[src/rtl/write_back.sv]
// Write-back stage of the 5-stage Beta pipeline: registers the MEM outputs,
// selects register-file write data and stalls upstream while a load is outstanding.
module write_back #(
  parameter int unsigned LD_TIMEOUT = 15,
  parameter logic [31:0] NOP_INST   = 32'h83FFF800
) (
  input  logic        clk,
  input  logic        rst_n,
  input  logic [31:0] pc,
  input  logic [31:0] ir,
  input  logic [31:0] y,
  input  logic        op_ld_or_ldr,
  input  logic [31:0] mem_rdata,
  input  logic        mem_rvalid,
  output logic        rf_we,
  output logic [4:0]  rf_wa,
  output logic [31:0] rf_wd,
  output logic        wb_stall,
  output logic        mem_err
);

  // Handshake: mem_rvalid qualifies mem_rdata in the cycle it is high; while
  // wb_stall is high every upstream register must hold its value.

  typedef enum logic [0:0] {
    RUN     = 1'b0,
    WAIT_LD = 1'b1
  } state_t;

  localparam logic [5:0] OP_ST  = 6'h19;
  localparam logic [5:0] OP_JMP = 6'h1B;
  localparam logic [5:0] OP_BEQ = 6'h1C;
  localparam logic [5:0] OP_BNE = 6'h1D;
  localparam logic [7:0] TMO    = 8'(LD_TIMEOUT);

  state_t      state;
  state_t      state_nxt;
  logic [7:0]  cnt;
  logic [7:0]  cnt_nxt;

  logic [31:0] pc_wb;
  logic [31:0] ir_wb;
  logic [31:0] y_wb;
  logic        ld_wb;

  logic [5:0]  opcode;
  logic [4:0]  rc;
  logic        link;
  logic        store;
  logic        writes;
  logic        tmo_hit;

  // The literal/offset field is never needed at write-back.
  logic        unused_ir_low;
  assign unused_ir_low = ^ir_wb[20:0];

  always_ff @(posedge clk or negedge rst_n) begin
    if (!rst_n) begin
      pc_wb <= 32'd0;
      ir_wb <= NOP_INST;
      y_wb  <= 32'd0;
      ld_wb <= 1'b0;
    end else if (!wb_stall) begin
      pc_wb <= pc;
      ir_wb <= ir;
      y_wb  <= y;
      ld_wb <= op_ld_or_ldr;
    end
  end

  assign opcode  = ir_wb[31:26];
  assign rc      = ir_wb[25:21];
  assign link    = (opcode == OP_JMP) || (opcode == OP_BEQ) || (opcode == OP_BNE);
  assign store   = (opcode == OP_ST);
  assign writes  = !store && (rc != 5'd31);
  assign tmo_hit = (cnt >= TMO);

  always_ff @(posedge clk or negedge rst_n) begin
    if (!rst_n) begin
      state <= RUN;
      cnt   <= 8'd0;
    end else begin
      state <= state_nxt;
      cnt   <= cnt_nxt;
    end
  end

  always_comb begin
    state_nxt = state;
    cnt_nxt   = cnt;
    case (state)
      RUN: begin
        if (ld_wb && !mem_rvalid) begin
          state_nxt = WAIT_LD;
          cnt_nxt   = 8'd1;
        end
      end
      WAIT_LD: begin
        if (mem_rvalid || tmo_hit) begin
          state_nxt = RUN;
          cnt_nxt   = 8'd0;
        end else begin
          cnt_nxt   = cnt + 8'd1;
        end
      end
      default: begin
        state_nxt = RUN;
        cnt_nxt   = 8'd0;
      end
    endcase
  end

  // An abandoned load releases the stall so the next instruction can enter.
  always_comb begin
    rf_we    = 1'b0;
    wb_stall = 1'b0;
    mem_err  = 1'b0;
    case (state)
      RUN: begin
        if (!ld_wb || mem_rvalid) rf_we = writes;
        else                      wb_stall = 1'b1;
      end
      WAIT_LD: begin
        if (mem_rvalid)   rf_we = writes;
        else if (tmo_hit) mem_err = 1'b1;
        else              wb_stall = 1'b1;
      end
      default: ;
    endcase
  end

  assign rf_wa = rc;

  always_comb begin
    if (link)       rf_wd = pc_wb;
    else if (ld_wb) rf_wd = mem_rdata;
    else            rf_wd = y_wb;
  end

endmodule

[config.mk]
export PLATFORM = sky130hd
export DESIGN_NAME = write_back
export DESIGN_NICKNAME = d
export VERILOG_FILES = /design/src/rtl/write_back.sv
export SDC_FILE = /design/constraint.sdc
export NUM_CORES = 1
export LEC_CHECK = 0
export ABC_AREA = 0
export CAP_MARGIN = 20
export CELL_PAD_IN_SITES_DETAIL_PLACEMENT = 0
export CELL_PAD_IN_SITES_GLOBAL_PLACEMENT = 2
export CORE_ASPECT_RATIO = 2
export CORE_MARGIN = 1
export CORE_UTILIZATION = 30
export DETAILED_ROUTE_END_ITERATION = 8
export PLACE_DENSITY = 0.95
export SYNTH_ARGS = -nofsm -noshare
export SYNTH_HDL_FRONTEND = slang
export SYNTH_SLANG_ARGS = --single-unit
[constraint.sdc]
create_clock -name clk -period 7.1 [get_ports clk]
set_clock_uncertainty 0.2 [all_clocks]
set_input_delay 1.775 -clock clk [delete_from_list [all_inputs] [get_ports clk]]
set_output_delay 1.775 -clock clk [all_outputs]
set_load 0.01 [all_outputs]
==> After elaboration in Yosys (flattened, before gate mapping) <==
Cells that the tools add are included.
{ "word_totals": {"regBits": 106, "in_bits": 132, "elab_cells": 42, "output_inout_bits": 40} }
{ "op_classes": {"add_sub_neg": 1, "reduce_logical": 9, "eq_ne": 6, "n_bitwise": 1, "mux": 18, "magnitude_cmp": 1} }
{ "op_table": {"columns": ["op", "count"], "rows": [
  ["2-to-1 mux 32 bit", 2],
  ["== test 6 x 5 -> 1 bit (second input constant)", 4],
  ["2-to-1 mux 8 bit", 2],
  ["one-hot mux 8 bit (2 select lines)", 1],
  ["2-to-1 mux 1 bit", 10],
  ["adder 8 x 1 -> 8 bit (second input constant)", 1],
  [">= comparator 8 x 4 -> 1 bit (second input constant)", 1],
  ["one-hot mux 1 bit (2 select lines)", 3],
  ["!= test 5 bit (second input constant)", 1],
  ["logical OR 1 bit", 4],
  ["zero test 1 bit", 3],
  ["logical AND 1 bit", 2],
  ["!= test 2 bit (second input constant)", 1],
  ["inverter 1 bit", 1]
]} }

==> Longest topological paths before layout <==
{ "depth": {"word_depth": 5, "mapped_depth": 6, "depth_no_buf": 4} }

==> Least setup slack after synthesis <==
Ideal clock, no wire load.
{ "synth_path": {"path_kind": "input to output", "from": "input mem_rvalid", "to": "output wb_stall", "cell_stages": 6, "path_slack_ns": 2.423, "path_buffers": 3, "t_arrival_ns": 2.702, "required_time_ns": 5.125, "cell_sequence": "nor2b_1 > clkbuf_1 > a32oi_1 > buf_6 > buf_6 > inv_1"} }
{ "synth_between": {"elab_chain_cells": 3} }
{ "synth_rtl": {"columns": ["element", "line", "text"], "rows": [
  ["start, declared", "14", "input logic mem_rvalid,"],
  ["logical OR 1 bit", "120", "if (!ld_wb || mem_rvalid) rf_we = writes;"],
  ["2-to-1 mux 1 bit", "120", null],
  ["one-hot mux 1 bit (2 select lines) (*)", "118", "case (state)"],
  ["end, declared", "18", "output logic wb_stall,"]
]} }
Every way passes the cells marked *; elsewhere a longest branch is shown, timed or not.

==> Worst setup path in the final report <==
Same ends and word-level chain as after synthesis.

==> flow_summary_export.csv <==
group,metric,value,unit
synthesis,synth_edf_count,0,
clock_tree,cts.repair.resized,0,
drt,drt_iter0_markers,91,
synthesis,synth_top_family_by_area,"multiplexers",
sta,fin_tns_setup,0,ps
grt,top_usage_layer,"met2",
clock_tree,htreeDepth,3,
clock_tree,clkTransAtPathRegs,70,ps
clock_tree,cts.path.max_buffers,2,
grt,grt_use_total,15.9,%
finish,final_area,6230,µm²
synthesis,ys_seq_area_share,49.8,%
worst_setup_path,cp-start-kind,"primary input",
grt,grt_overflow,0,
synthesis,syn_inst,291,
clock_tree,post_cts_buffers,0,
synthesis,synthMostInstantiatedCell,"mux2_2",
synthesis,yosys.area_share.adder,0.292,%
synthesis,yosys.area_share.simple,4.24,%
finish,fin_nets,568,
grt,met3_usage,2.80,%
synthesis,synth-xor-area-share,0,%
sta,rsz0062_at_grt,"false",
grt,grt_max_degree,50,
synthesis,syn_nets,424,
synthesis,yosysUniqueCellTypes,32,
placement,post-dp-hpwl,8140,µm
synthesis,synth_compound_area_share,2.07,%
synthesis,synth_common_cells,"mux2_2 (100), dfrtp_1 (79), mux2_4 (39)",
clock_tree,cts-root-buf,"clkbuf_16",
synthesis,syn_area,4280,µm²
synthesis,netlist.area_leader.share,46.2,%
floorplan,dieArea,14800,µm²
run,maxCapViolations,0,
pwr,vdd_drop_max,0.109,mV
clock_tree,clock_latency,330,ps
grt,met2_usage,29.8,%
run_status,status,"completed",
clock_tree,cts_hold_buf,0,
drt,vias,2930,
floorplan,ios,172,
synthesis,synthMuxAreaShare,40.0,%
synthesis,ys.flop_type,"dfrtp_1",
placement,gp_congestion,0.803,
clock_tree,clock-sinks,85,
synthesis,syn_area_per_cell,14.7,µm²
sta,maxSlewViolCount,0,
sta,fin_crit_sh,79.3,%
finish,utilization,44.9,%
sta,timing.hold.ws,304,ps
placement,dp_worst_setup_slack,1470,ps
drt,drc,0,
synthesis,synth_top_cell_by_area,"dfrtp_1",
clock_tree,cts_tree,"built",
grt,grt_pass1_wl,17400,µm
sta,hold_viol,0,
drt,wirelength,11200,µm
grt,gr-usage-met1,16.2,%
worst_setup_path,cp.required,5120,ps
finish,syn_to_final_growth,45.5,%
grt,antenna_found_initial,1,
grt,grt_pass1_vias,3345,
sta,period_minus_slack,5630,ps
worst_setup_path,worstPathArrival,3650,ps
floorplan,initial_utilization,30.8,%
floorplan,num_rows,61,
drt,detail-route-antenna-nets,0,
placement,dpl-instance-area,5930,µm²
pwr,leakage,0.00262,µW
worst_setup_path,endpoint_kind,"output pin",
pwr,power_density,249,nW/µm²
drt,post_drt_wl_per_cell,17.8,µm
drt,drt_first_pass_iters,4,
sta,slew_headroom,37.3,%
sta,worst_slew_pin_slew,941,ps
drt,vias_per_cell,4.65,
clock_tree,cts_buffers,9,
synthesis,ys_top_cells_by_area,"dfrtp_1 (46%), mux2_2 (26%), mux2_4 (14%), dfstp_2 (3.7%), buf_6 (1.3%)",
worst_setup_path,crit_fanout,7,
finish,final_layout_size_suffix_gt1_share,38.6,%
sta,timing.final.ws_setup,1470,ps
synthesis,async_reset_ff_share,100,%
sta,max_freq,178,MHz
synthesis,yosys_register_bits,85,
synthesis,synth_warnings,0,
placement,placement.io_buffers,150,
worst_setup_path,crit_type,"primary input to output pin",
floorplan,chipHeight,171,µm
floorplan,core_area,13900,µm²
floorplan,dieWidth,86.5,µm
min_path,hold_class,"register to register",
sta,finalSetupViolCount,0,
cell usage in the layout, fill, tap and decap left out, types with 4 or more instances in the layout:
cell,Yosys,layout
dfrtp_1,79,78
mux2_4,39,39
and3_1,4,4
dfstp_2,6,6
clkdlybuf4s50_1,0,149
mux2_2,100,100
inv_1,4,4
clkbuf_16,0,9
nand3_1,6,6
nor2_1,4,4
buf_4,5,5
sequential cells by signal, indices dropped and copies added, names as in the netlist:
name / flops
pc_wb: 32
y_wb: 32
ir_wb: 11
cnt: 8
ld_wb: 1
state: 1
final cells by class:
class / count / area, µm²
fill: 1353 / 7660
clock buffer: 9 / 225
inverter: 4 / 15.0
timing repair buffer: 154 / 1530
clock inverter: 7 / 73.8
multi-input combinational: 181 / 2010
antenna: 1 / 2.50
sequential: 85 / 2140
tap: 189 / 236
worst paths after layout:
kind / startpoint / to / slack [ps] / cells past startpoint
worst min-delay path: y_wb[22] / y_wb[22] / 300 / 1
min in group asynchronous: rst_n / y_wb[5] / 1190 / 1
worst max register to register: ld_wb / pc_wb[16] / 3910 / 5
worst min register to register: y_wb[22] / y_wb[22] / 300 / 1
worst max-delay path: mem_rvalid / wb_stall / 1470 / 5
max in group asynchronous: rst_n / ld_wb / 4400 / 2
cell families after synthesis:
| family | Yosys count |
|---|---|
| AO/OA/AOI/OAI | 12 |
| buffers and inverters | 25 |
| flip-flops | 85 |
| AND/OR/NAND/NOR | 29 |
| adder cells (fa/ha/maj) | 1 |
| multiplexers | 139 |
per-layer routing:
layer / up-vias / routed length [µm]
met5: - / 0
met3: 24 / 286
met2: 81 / 6450
li1: 1333 / -
met1: 1492 / 4050
met4: 0 / 420
worst max-delay path, cell delays in order:
cell             delay, ps
clkdlybuf4s50_1        490
nor2b_1                510
a32oi_4                200
inv_1                  110
clkdlybuf4s50_1        550
per-stage QoR:
stage	instances	power, µW
finish	630	1550
global route	630	1630
CTS	629	1570
detailed placement	613	1090
global placement	613	1070
floorplan	291	891
where the power goes:
part	switching [µW]	total [µW]	internal, µW
Combinational	153	446	294
Clock	203	478	275
Sequential	56.9	627	570
(Power assumes the default switching activity.)
